### config.mk
export PLATFORM = sky130hd
export DESIGN_NAME = fnd_scan_controller
export DESIGN_NICKNAME = d
export VERILOG_FILES = /design/src/rtl/fnd_scan_controller.sv
export SDC_FILE = /design/constraint.sdc
export NUM_CORES = 1
export LEC_CHECK = 0
export CAP_MARGIN = 20
export CORE_ASPECT_RATIO = 0.5
export CORE_UTILIZATION = 30
export CTS_CLUSTER_SIZE = 12
export DETAILED_ROUTE_END_ITERATION = 7
export GPL_ROUTABILITY_DRIVEN = 0
export PLACE_DENSITY = 0.54
export SETUP_SLACK_MARGIN = 0.3
export SLEW_MARGIN = 20
export SYNTH_ARGS = -nofsm -noshare
export SYNTH_HDL_FRONTEND = slang
export SYNTH_SLANG_ARGS = --single-unit
### constraint.sdc
create_clock -name i_clk -period 3.6 [get_ports i_clk]
set_clock_uncertainty 0.05 [all_clocks]
set_input_delay 0.9 -clock i_clk [delete_from_list [all_inputs] [get_ports i_clk]]
set_output_delay 0.9 -clock i_clk [all_outputs]
set_load 0.01 [all_outputs]
### src/rtl/fnd_scan_controller.sv
// fnd_scan_controller: 4-digit FND scan sequencer with dead time, leading-zero blanking and frame-aligned update.
// Latency: outputs registered, valid the cycle after the state edge; no backpressure, i_load always accepted (last write wins).
module fnd_scan_controller #(
  parameter int CLK_DIV    = 100000,
  parameter int SLOT_TICKS = 4,
  parameter int DEAD_TICKS = 1
) (
  input  logic        i_clk,
  input  logic        i_reset_n,
  input  logic        i_enable,
  input  logic [15:0] i_value,
  input  logic [3:0]  i_dp,
  input  logic        i_lzb,
  input  logic        i_load,
  output logic        o_pending,
  output logic [1:0]  o_digitPosion,
  output logic [3:0]  o_digitValue,
  output logic        o_dot,
  output logic        o_blank,
  output logic        o_frameDone
);

  localparam int DW = $clog2(CLK_DIV);
  localparam int SW = $clog2(SLOT_TICKS) + 1;
  localparam logic [DW-1:0] DIV_LAST = DW'(CLK_DIV - 1);
  localparam logic [SW-1:0] ON_END   = SW'(SLOT_TICKS - DEAD_TICKS);
  localparam logic [SW-1:0] SLOT_END = SW'(SLOT_TICKS);

  typedef enum logic [1:0] {ST_IDLE = 2'd0, ST_ON = 2'd1, ST_DEAD = 2'd2} state_t;

  state_t        r_state;
  logic [DW-1:0] r_div;
  logic [SW-1:0] r_slot;
  logic [1:0]    r_pos;
  logic [15:0]   r_pend_val, r_sh_val;
  logic [3:0]    r_pend_dp, r_sh_dp;
  logic          r_pend_lzb, r_sh_lzb;
  logic          r_pending;
  logic [3:0]    r_digit_val;
  logic          r_dot, r_blank, r_frame_done;

  logic          w_tick;
  logic [SW-1:0] w_slot_inc;
  state_t        w_state_nxt;
  logic [DW-1:0] w_div_nxt;
  logic [SW-1:0] w_slot_nxt;
  logic [1:0]    w_pos_nxt;
  logic          w_wrap, w_apply;
  logic [15:0]   w_sh_val_nxt;
  logic [3:0]    w_sh_dp_nxt;
  logic          w_sh_lzb_nxt;
  logic [3:0]    w_nib;
  logic          w_lzb_blank;

  assign w_tick     = (r_div == DIV_LAST);
  assign w_slot_inc = r_slot + 1'b1;

  always_comb begin
    w_state_nxt = r_state;
    w_div_nxt   = r_div;
    w_slot_nxt  = r_slot;
    w_pos_nxt   = r_pos;
    w_wrap      = 1'b0;
    if (!i_enable) begin
      w_state_nxt = ST_IDLE;
      w_div_nxt   = '0;
      w_slot_nxt  = '0;
      w_pos_nxt   = 2'd0;
    end else begin
      case (r_state)
        ST_IDLE: begin
          w_state_nxt = ST_ON;
          w_div_nxt   = '0;
          w_slot_nxt  = '0;
          w_pos_nxt   = 2'd0;
        end
        ST_ON: begin
          w_div_nxt = w_tick ? '0 : r_div + 1'b1;
          if (w_tick) begin
            w_slot_nxt = w_slot_inc;
            if (w_slot_inc == ON_END) w_state_nxt = ST_DEAD;
          end
        end
        ST_DEAD: begin
          w_div_nxt = w_tick ? '0 : r_div + 1'b1;
          if (w_tick) begin
            if (w_slot_inc == SLOT_END) begin
              w_slot_nxt  = '0;
              w_pos_nxt   = r_pos + 2'd1;
              w_state_nxt = ST_ON;
              w_wrap      = (r_pos == 2'd3);
            end else begin
              w_slot_nxt = w_slot_inc;
            end
          end
        end
        default: w_state_nxt = ST_IDLE;
      endcase
    end
  end

  // Pending data only reaches the display at a frame wrap, or immediately while dark.
  assign w_apply      = r_pending && (w_wrap || (r_state == ST_IDLE));
  assign w_sh_val_nxt = w_apply ? r_pend_val : r_sh_val;
  assign w_sh_dp_nxt  = w_apply ? r_pend_dp  : r_sh_dp;
  assign w_sh_lzb_nxt = w_apply ? r_pend_lzb : r_sh_lzb;

  always_comb begin
    w_nib       = w_sh_val_nxt[3:0];
    w_lzb_blank = 1'b0;
    case (w_pos_nxt)
      2'd1: begin
        w_nib       = w_sh_val_nxt[7:4];
        w_lzb_blank = (w_sh_val_nxt[15:4] == 12'h000);
      end
      2'd2: begin
        w_nib       = w_sh_val_nxt[11:8];
        w_lzb_blank = (w_sh_val_nxt[15:8] == 8'h00);
      end
      2'd3: begin
        w_nib       = w_sh_val_nxt[15:12];
        w_lzb_blank = (w_sh_val_nxt[15:12] == 4'h0);
      end
      default: ;
    endcase
  end

  always_ff @(posedge i_clk or negedge i_reset_n) begin
    if (!i_reset_n) begin
      r_state      <= ST_IDLE;
      r_div        <= '0;
      r_slot       <= '0;
      r_pos        <= 2'd0;
      r_pend_val   <= 16'h0000;
      r_pend_dp    <= 4'h0;
      r_pend_lzb   <= 1'b0;
      r_pending    <= 1'b0;
      r_sh_val     <= 16'h0000;
      r_sh_dp      <= 4'h0;
      r_sh_lzb     <= 1'b0;
      r_digit_val  <= 4'h0;
      r_dot        <= 1'b0;
      r_blank      <= 1'b1;
      r_frame_done <= 1'b0;
    end else begin
      r_state      <= w_state_nxt;
      r_div        <= w_div_nxt;
      r_slot       <= w_slot_nxt;
      r_pos        <= w_pos_nxt;
      r_sh_val     <= w_sh_val_nxt;
      r_sh_dp      <= w_sh_dp_nxt;
      r_sh_lzb     <= w_sh_lzb_nxt;
      if (i_load) begin
        r_pend_val <= i_value;
        r_pend_dp  <= i_dp;
        r_pend_lzb <= i_lzb;
        r_pending  <= 1'b1;
      end else if (w_apply) begin
        r_pending  <= 1'b0;
      end
      r_digit_val  <= w_nib;
      r_dot        <= w_sh_dp_nxt[w_pos_nxt];
      r_blank      <= (w_state_nxt != ST_ON) || (w_sh_lzb_nxt && w_lzb_blank);
      r_frame_done <= w_wrap;
    end
  end

  assign o_pending     = r_pending;
  assign o_digitPosion = r_pos;
  assign o_digitValue  = r_digit_val;
  assign o_dot         = r_dot;
  assign o_blank       = r_blank;
  assign o_frameDone   = r_frame_done;

endmodule

After elaboration in Yosys (flattened, before gate mapping):

Index checks and enable logic that the tools add are counted.
Widths: inputs -> output; s select.

* register bits after elaboration: 74
* output and inout bits: 10

* add/sub/neg operators: 3
* magnitude comparators: 1
* eq/ne operators: 14
* muxes and demuxes: 31
* reductions and logical operators: 11

Operators with widths (count)
* $mux 17: 2
* $pmux 17 s2: 1
* $add 17x1->17 const B: 1
* $eq 17x17->1 const B: 1
* $mux 16: 1
* $mux 2: 8
* $logic_not 12->1: 1
* $mux 3: 4
* $pmux 4 s3: 1
* $pmux 3 s3: 1
* $eq 2x2->1 const B: 4
* $logic_not 8->1: 1
* $mux 1: 8
* $ne 3x3->1 const B: 2
* $pmux 2 s3: 1
* $eq 2x1->1 const B: 2
* $logic_not 4->1: 1
* $mux 4: 1
* $ne 4x1->1 const B: 1
* $pmux 2 s2: 1
* $add 3x1->3 const B: 1
* $eq 3x2->1 const B: 1
* $eq 3x3->1 const B: 1
* $lt 2x3->1 const B: 1
* other kinds (11): 13

Depth between registers and ports, before layout:

Gate-level depths: netlist of the first run.

* depth in word-level cells: 13
* mapped depth: 11
* depth with buffers taken out: 10

Worst setup path before layout of the first run:

No wires, ideal clock.

* path type: input to register
* start point: in i_enable
* end point: reg r_digit_val[0], in the netlist o_digitValue[0]
* setup time: 0.126 ns
* arrival time: 2.503 ns
* required time: 3.424 ns
* path slack: 0.921 ns
* stages on the path: 8
* buffers on the path: 3
* path through: clkbuf_1 > nand3_1 > o31a_1 > buf_6 > buf_12 > mux2_4 > o21ba_1 > o32a_1

* longest elaborated chain between the ends: 5
* elaborated cells between the ends (all ways): 9

Ends and longest elaborated chain
* from (decl): line 10 `input logic i_enable,`
* $mux 1: line 64 `if (!i_enable) begin`
* $logic_or 1x1->1: line 103 `assign w_apply = r_pending && (w_wrap || (r_state == ST_IDLE));`
* $logic_and 1x1->1: line 103
* $mux 16: line 104 `assign w_sh_val_nxt = w_apply ? r_pend_val : r_sh_val;`
* named net w_sh_val_nxt[8]: line 49 `logic [15:0] w_sh_val_nxt;`
* $pmux 4 s3: line 111 `case (w_pos_nxt)`
* named net w_nib[0]: line 52 `logic [3:0] w_nib;`
* to (signal assigned): line 161 `r_digit_val <= w_nib;`
* to (decl): line 39 `logic [3:0] r_digit_val;`

The timed path passes the listed nets, and every way through them passes these cells.
A chain may end at the register's enable or synchronous reset.

Final worst setup path of the first run:

* start point: reg r_div[0]
* end point: reg r_digit_val[2], in the netlist o_digitValue[2]

* elaborated cells between the ends (all ways): 14

RTL lines
* from (decl): line 32 `logic [DW-1:0] r_div;`
* from (signal assigned): line 147 `r_div <= w_div_nxt;`
* $eq 17x17->1 (*): line 55 `assign w_tick = (r_div == DIV_LAST);`
* $mux 2 (*): line 86 `if (w_tick) begin`
* $pmux 2 s2 (*): line 70 `case (r_state)`
* $mux 2 (*): line 64
* named net w_pos_nxt[1]: line 47 `logic [1:0] w_pos_nxt;`
* $eq 2x2->1 or $eq 2x1->1 (tied branches): line 111
* $pmux 4 s3 (*): line 111
* named net w_nib[2]: line 52

Mark *: on every way through the listed nets, which the timed path passes. The rest lies on a longest branch.

==> flow_metrics.py, run 1 <==
metrics = {
    "status": {
        "run_status": "finished clean",
    },
    "grt": {
        "grt_antenna_before_repair": 0,
        "grt.overflow.total": 0,
        "grt_use_total_pct": 13.7,
        "grt_start_max_net_pins": 38,
        "grt_first_pass_wirelength_mm": 13.3,
        "grt_pass1_vias": 2616,
    },
    "finish": {
        "post-route-util_pct": 38.8,
        "drive_above_1_share_pct": 20.6,
        "stdcell_count": 519,
        "syn_to_final_growth_pct": 21.9,
        "layout.filler_cells": 1121,
        "n_antenna_cell": 0,
        "finish.net_count": 390,
    },
    "power": {
        "power.leakage_nw": 1.90,
        "seq_power_share_pct": 47.4,
        "p_clk_share_pct": 39.2,
        "power.share.combinational_pct": 13.3,
        "vdd_drop_max_v": 0.000243,
        "power.net_switching_mw": 0.500,
        "power_report.internal_total_mw": 1.56,
        "power.density_cell_area_nw_per_um2": 468,
        "swShare_pct": 24.2,
    },
    "critical_path": {
        "worst_path_most_repeated_cell": "sky130_fd_sc_hd__and4_1",
        "cpLargestDelayFamily": "simple AND/OR/NAND/NOR gates",
        "sequence_of_cells_on_the_critical_path": "ha_1, and4_1, and4_1, a21o_1, nand3_2, nand2_1, inv_1, and3_1, o32a_1",
        "cp-end-kind": "flip-flop",
        "critical_path.max_stage_delay_ns": 0.43,
        "timing.critical_path.arrival_ns": 3.05,
        "critPathKind": "reg -> reg",
        "worst_ep_required_ns": 3.77,
        "critPathSlowestCell": "sky130_fd_sc_hd__dfrtp_1",
        "worstSetupStartpointType": "flip-flop",
        "crit_buf_inv": 1,
        "worstPathMaxFanout": 8,
    },
    "clock_tree": {
        "clock_tree.htree_level_count": 3,
        "clock_tree.root_cell": "sky130_fd_sc_hd__clkbuf_16",
        "clkLatencyLatePin_ns": 0.33,
        "clock-sinks": 74,
        "cts_hold_buffers": 0,
        "postCtsResizedCells": 0,
        "cts_tree": "built",
        "postCtsSetupRepairBufs": 0,
        "cts-buffers-inserted": 9,
        "cts.clk_slew.worst_paths_ns": 0.06,
        "ctsLongestPathBuffers": 2,
    },
    "sta": {
        "layout_worst_path_cycle_share_pct": 80.2,
        "final_critical_delay_including_setup_and_external_delays_ns": 2.89,
        "finalHoldViolations": 0,
        "worst-slew-pin-transition_ns": 1.03,
        "rsz_0062_raised_after_global_routing": "no",
        "setup-violations-final": 0,
        "fin_ws_ns": 0.711,
        "maxClockFrequency_mhz": 346,
        "max-slew-margin-rel_pct": 31.0,
        "fin_setup_tns_ns": 0,
        "timing.final.max_slew_violations": 0,
    },
    "yosys": {
        "avgSynthCellArea_um2": 11.5,
        "synth_edf_count": 0,
        "postSynth.topFlopCell": "sky130_fd_sc_hd__dfrtp_1",
        "yosys_warnings": 0,
        "postSynthRegisterBits": 74,
        "post_synth_inst_count": 315,
        "netlist_area_um2": 3610,
        "synth-async-reset-ratio_pct": 100,
        "post_synthesis_net_count": 350,
        "synthDistinctLibCells": 52,
        "sequential_area_share_after_synthesis_pct": 51.3,
    },
    "job": {
        "timing.max_cap.violations": 0,
    },
    "route": {
        "initialDrtViolationCount": 154,
        "drt_first_pass_iters": 4,
        "route.detailed.wl_per_inst_um": 15.1,
        "routed_via_density": 4.92,
        "drtAntennaViolNets": 0,
        "route.final.wire_length_mm": 7.83,
        "drt_drc_violations_left": 0,
        "num_vias": 2552,
    },
    "floorplanning": {
        "die_width_um": 157,
        "die-height_um": 79.6,
        "io_pins": 35,
        "floorplan.initialDensity_pct": 31.8,
        "row_count": 27,
        "design.die.area_um2": 12500,
        "design.core.area_um2": 11400,
    },
    "placement": {
        "placedCellCount": 503,
        "dp_slack_ns": 0.136,
        "port-buffer-count": 34,
        "dp.final_hpwl_mm": 5.64,
    },
    "hold_path": {
        "hold_removal_path_class": "reg -> reg",
    },
}
==> registers in the layout (all words and copies together) (netlist names) <==
signal         count
o_blank            1
o_digitPosion      2
o_digitValue       4
o_dot              1
o_frameDone        1
o_pending          1
r_div             17
r_pend_dp          4
r_pend_lzb         1
r_pend_val        16
r_sh_dp            4
r_sh_lzb           1
r_sh_val          16
r_slot             3
r_state            2
==> worst paths after layout <==
check / from / to / slack, ns / cells after the start
hold reg to reg: r_sh_dp[1]$_DFF_PN0_ / r_sh_dp[1]$_DFF_PN0_ / 0.44 / 1
hold / removal: r_sh_dp[1]$_DFF_PN0_ / r_sh_dp[1]$_DFF_PN0_ / 0.44 / 1
min in group asynchronous: i_reset_n / o_dot$_DFF_PN0_ / 0.64 / 1
max in group asynchronous: i_reset_n / r_div[6]$_DFFE_PN0P_ / 2.15 / 2
setup reg to reg: r_div[0]$_DFFE_PN0P_ / o_digitValue[2]$_DFF_PN0_ / 0.71 / 9
setup / recovery: r_div[0]$_DFFE_PN0P_ / o_digitValue[2]$_DFF_PN0_ / 0.71 / 9
==> per-layer routing <==
layer | vias up | part of all wire (%) | global-route usage [%] | wire length (um)
li1 | 1226 | - | - | -
met1 | 1282 | 47 | 16.9 | 3640
met2 | 34 | 49 | 23.3 | 3860
met3 | 10 | 2.8 | 3.31 | 216
met4 | 0 | 1.3 | 5.05 | 104
met5 | - | 0 | 0 | 0
==> power groups by stage <==
stage / Combinational, mW / Clock, mW / Sequential, mW
2_1_floorplan: 0.168 / 0 / 0.981
3_3_place_gp: 0.269 / 0 / 0.993
3_5_place_dp: 0.279 / 0 / 0.993
4_1_cts: 0.281 / 0.837 / 0.979
5_1_grt: 0.301 / 0.868 / 0.991
6_report: 0.275 / 0.809 / 0.978
==> synthesized netlist by cell type, types with 3 or more instances <==
cell,count,area share [%]
sky130_fd_sc_hd__a21o_1,3,0.62
sky130_fd_sc_hd__a21oi_1,6,0.83
sky130_fd_sc_hd__a31oi_1,4,0.69
sky130_fd_sc_hd__and2_1,4,0.69
sky130_fd_sc_hd__and3_1,10,1.7
sky130_fd_sc_hd__and4_1,7,1.7
sky130_fd_sc_hd__clkbuf_1,5,0.52
sky130_fd_sc_hd__dfrtp_1,73,51
sky130_fd_sc_hd__ha_1,10,3.5
sky130_fd_sc_hd__inv_1,8,0.83
sky130_fd_sc_hd__mux2_2,36,11
sky130_fd_sc_hd__mux2_4,6,2.5
sky130_fd_sc_hd__nand2_1,25,2.6
sky130_fd_sc_hd__nand3_1,7,0.97
sky130_fd_sc_hd__nand4_1,3,0.52
sky130_fd_sc_hd__nor2_1,14,1.5
sky130_fd_sc_hd__nor2b_1,5,0.87
sky130_fd_sc_hd__nor3_1,6,0.83
sky130_fd_sc_hd__nor4_1,4,0.69
sky130_fd_sc_hd__o21ai_0,31,4.3
sky130_fd_sc_hd__o21ba_1,4,1.1
sky130_fd_sc_hd__o32a_1,4,1.1
==> layout make-up <==
| type | instances | area, um2 | share of cell area [%] |
|---|---|---|---|
| sequential | 74 | 1850 | 42.0 |
| clock buffer | 10 | 239 | 5.42 |
| timing repair buffer | 41 | 400 | 9.08 |
| multi-input combinational | 221 | 1650 | 37.5 |
| clock inverter | 6 | 32.5 | 0.738 |
| tap | 159 | 199 | 4.51 |
| inverter | 8 | 30.0 | 0.681 |
==> logic make-up (layout without fill, tap and decap cells) <==
| logic type | after synthesis | after routing | synth area share (%) |
|---|---|---|---|
| XOR/XNOR | 3 | 3 | 0.727 |
| AO/OA/AOI/OAI | 67 | 67 | 11.9 |
| flip-flops | 74 | 74 | 51.3 |
| AND/OR/NAND/NOR | 98 | 98 | 15.7 |
| buffers and inverters | 20 | 65 | 3.01 |
| adder cells (fa/ha/maj) | 10 | 10 | 3.46 |
| multiplexers | 43 | 43 | 14.0 |
==> cells in the final DEF (no fill, tap or decap), types with 2 or more instances in the layout <==
master,Yosys,layout
sky130_fd_sc_hd__a211oi_1,2,2
sky130_fd_sc_hd__a21o_1,3,3
sky130_fd_sc_hd__a21oi_1,6,6
sky130_fd_sc_hd__a31oi_1,4,4
sky130_fd_sc_hd__and2_1,4,4
sky130_fd_sc_hd__and3_1,10,10
sky130_fd_sc_hd__and4_1,7,7
sky130_fd_sc_hd__and4bb_2,2,2
sky130_fd_sc_hd__buf_4,0,6
sky130_fd_sc_hd__clkbuf_16,0,9
sky130_fd_sc_hd__clkdlybuf4s50_1,0,33
sky130_fd_sc_hd__clkinv_2,0,5
sky130_fd_sc_hd__dfrtp_1,73,73
sky130_fd_sc_hd__ha_1,10,10
sky130_fd_sc_hd__inv_1,8,8
sky130_fd_sc_hd__mux2_2,36,36
sky130_fd_sc_hd__mux2_4,6,6
sky130_fd_sc_hd__nand2_1,25,25
sky130_fd_sc_hd__nand2b_1,2,2
sky130_fd_sc_hd__nand3_1,7,7
sky130_fd_sc_hd__nand4_1,3,3
sky130_fd_sc_hd__nor2_1,14,14
sky130_fd_sc_hd__nor2b_1,5,5
sky130_fd_sc_hd__nor3_1,6,6
sky130_fd_sc_hd__nor4_1,4,4
sky130_fd_sc_hd__o21ai_0,31,31
sky130_fd_sc_hd__o21ba_1,4,4
sky130_fd_sc_hd__o21bai_1,2,2
sky130_fd_sc_hd__o31ai_1,2,2
sky130_fd_sc_hd__o32a_1,4,4
sky130_fd_sc_hd__or4_1,2,2
sky130_fd_sc_hd__xnor2_1,2,2
==> stage by stage <==
| step | total power, mW | area, um2 | hold slack [ns] |
|---|---|---|---|
| after global placement | 1.26 | 4140 | 0.428 |
| final | 2.06 | 4410 | 0.440 |
| after global routing | 2.16 | 4410 | 0.451 |
| after CTS | 2.10 | 4410 | 0.446 |
| after detailed placement | 1.27 | 4140 | 0.431 |
| after floorplan | 1.15 | 3610 | 0.414 |
Power figures use the tool's default switching activity.
==> inputs of run 2 (changes only) <==
==> constraint.sdc (replaced) <==
create_clock -name i_clk -period 2.8 [get_ports i_clk]
set_clock_uncertainty 0.05 [all_clocks]
set_input_delay 0.7 -clock i_clk [delete_from_list [all_inputs] [get_ports i_clk]]
set_output_delay 0.7 -clock i_clk [all_outputs]
set_load 0.01 [all_outputs]
==> flow_metrics.py, run 2 (synthesized netlist as in run 1, its figures left out) <==
metrics = {
    "clock_tree": {
        "cts.clk_slew.worst_paths_ns": 0.06,
        "clock_tree.root_cell": "sky130_fd_sc_hd__clkbuf_16",
        "clock-sinks": 74,
        "cts_hold_buffers": 0,
        "clkLatencyLatePin_ns": 0.33,
        "cts-buffers-inserted": 9,
        "clock_tree.htree_level_count": 3,
        "ctsLongestPathBuffers": 2,
        "cts_tree": "built",
    },
    "grt": {
        "grt_start_max_net_pins": 55,
        "grt_use_total_pct": 13.8,
        "grt_first_pass_wirelength_mm": 13.5,
        "grt_antenna_before_repair": 0,
        "grt.overflow.total": 0,
        "grt_pass1_vias": 2665,
    },
    "sta": {
        "layout_worst_path_cycle_share_pct": 86.7,
        "fin_setup_tns_ns": 0,
        "timing.hold.ws_ns": 0.285,
        "maxClockFrequency_mhz": 412,
        "timing.final.max_slew_violations": 0,
        "finalHoldViolations": 0,
        "worst-slew-pin-transition_ns": 0.603,
        "setup-violations-final": 0,
        "fin_ws_ns": 0.372,
        "final_critical_delay_including_setup_and_external_delays_ns": 2.43,
        "max-slew-margin-rel_pct": 59.7,
        "rsz_0062_raised_after_global_routing": "yes",
    },
    "route": {
        "drt_drc_violations_left": 0,
        "drtAntennaViolNets": 0,
        "initialDrtViolationCount": 168,
        "routed_via_density": 4.93,
        "route.detailed.wl_per_inst_um": 15.0,
        "drt_first_pass_iters": 4,
        "num_vias": 2581,
        "route.final.wire_length_mm": 7.87,
    },
    "finish": {
        "biggestRegsByFlops": "r_div (17), r_pend_val (16), r_sh_val (16)",
        "layout.cells.most_common_list": "sky130_fd_sc_hd__dfrtp_1 (71), sky130_fd_sc_hd__mux2_2 (36), sky130_fd_sc_hd__clkdlybuf4s50_1 (33)",
        "stdcell_count": 524,
        "drive_above_1_share_pct": 23.0,
        "syn_to_final_growth_pct": 25.9,
        "finish.net_count": 396,
        "final_common_cell": "sky130_fd_sc_hd__dfrtp_1",
        "registers.top_by_ff_count": "r_div",
        "n_antenna_cell": 0,
        "flip_flop_count_of_the_largest_register_after_layout": 17,
    },
    "placement": {
        "port-buffer-count": 34,
        "dp.final_hpwl_mm": 5.48,
        "dp_slack_ns": 0.0553,
        "placedCellCount": 507,
    },
    "status": {
        "run_status": "finished clean",
    },
    "floorplanning": {
        "design.core.area_um2": 11400,
        "die_width_um": 157,
        "die-height_um": 79.6,
        "io_pins": 35,
        "floorplan.initialDensity_pct": 31.8,
        "row_count": 27,
        "design.die.area_um2": 12500,
    },
    "power": {
        "vdd_drop_max_v": 0.000341,
        "total_power_mw": 2.85,
        "power.leakage_nw": 1.96,
        "power.density_cell_area_nw_per_um2": 626,
    },
    "critical_path": {
        "worstSetupStartpointType": "flip-flop",
        "worstPathMaxFanout": 27,
        "sequence_of_cells_on_the_critical_path": "ha_4, and4_4, nand4_4, o31a_1, buf_12, mux2_2, and3_1, o32a_1",
        "critPathKind": "reg -> reg",
        "crit_path_start": "r_div[0]$_DFFE_PN0P_",
        "crit_buf_inv": 1,
        "path_depth": 8,
        "worst_ep_required_ns": 2.96,
        "timing.critical_path.arrival_ns": 2.59,
        "worst_reg_to_reg_path_cell_count": 8,
        "critPathSlowestCell": "sky130_fd_sc_hd__dfrtp_1",
        "cp-end-kind": "flip-flop",
        "critical_path.max_stage_delay_ns": 0.39,
        "cpLargestDelayFamily": "compound AO/OA/AOI/OAI gates",
        "rr_startpoint": "r_div[0]$_DFFE_PN0P_",
    },
    "hold_path": {
        "hold_removal_path_class": "in -> async",
    },
    "job": {
        "timing.max_cap.violations": 0,
    },
}
## run 2: changes by cell type in the layout (fill, tap and decap cells not counted), sizes merged
cell / before / now
clkinvlp: 1 / 0
clkinv: 5 / 3
buf: 8 / 13
bufinv: 0 / 2
clkbuf: 10 / 11
## run 2: per-stage QoR
step	cell area, um2	utilization, %
after floorplan	3610	-
final	4550	40.1
after detailed placement	4180	36.8
after CTS	4520	39.8
after global placement	4180	36.8
after global routing	4550	40.1
## run 2: metal layers
metal  global-route usage [%]  up-vias  part of all wire [%]
met5                        0        -                     0
li1                         -     1242                     -
met1                     17.8     1278                    48
met4                     3.98        0                   1.2
met3                     3.69       10                   3.5
met2                     22.7       51                    48
## run 2: layout make-up
type,count,area (um2)
multi-input cells,221,1690
flip-flops and latches,74,1860
repair buffers,47,455
clock buffers,10,239
clock inverters,5,78.8
well taps,159,199
inverters,8,30.0
fillers,1125,6800
## run 2: path summary, 6_finish.rpt
| check | to | slack (ns) |
|---|---|---|
| min reg2reg | r_sh_dp[1]$_DFF_PN0_ | 0.44 |
| max | o_digitValue[0]$_DFF_PN0_ | 0.37 |
| max in group asynchronous | o_blank$_DFF_PN1_ | 1.69 |
| min in group i_clk | r_sh_dp[1]$_DFF_PN0_ | 0.44 |
| min | r_pend_val[9]$_DFFE_PN0P_ | 0.28 |
| max reg2reg | o_digitValue[0]$_DFF_PN0_ | 0.37 |
## run 2: what timing repair did
| action | 4_1_cts | 5_1_grt |
|---|---|---|
| pin swaps | 1 | 1 |
| resized for setup | 6 | 5 |
| setup endpoints to repair | 6 | 6 |
| buffers inserted | 1 | 1 |
## run 2: power breakdown
group	total [mW]	internal, mW	switching [mW]
Sequential	1.26	1.19	0.0638
Combinational	0.363	0.209	0.155
Clock	1.23	0.797	0.432
Total	2.85	2.20	0.650
==> inputs of run 3 (changes only) <==
--- a/config.mk
+++ b/config.mk
@@ -5,7 +5,6 @@
 export SDC_FILE = /design/constraint.sdc
 export NUM_CORES = 1
 export LEC_CHECK = 0
-export CAP_MARGIN = 20
 export CORE_ASPECT_RATIO = 0.5
 export CORE_UTILIZATION = 30
 export CTS_CLUSTER_SIZE = 12
==> results of run 3 <==
The final DEF is identical to that of run 2; final timing and power are the same.
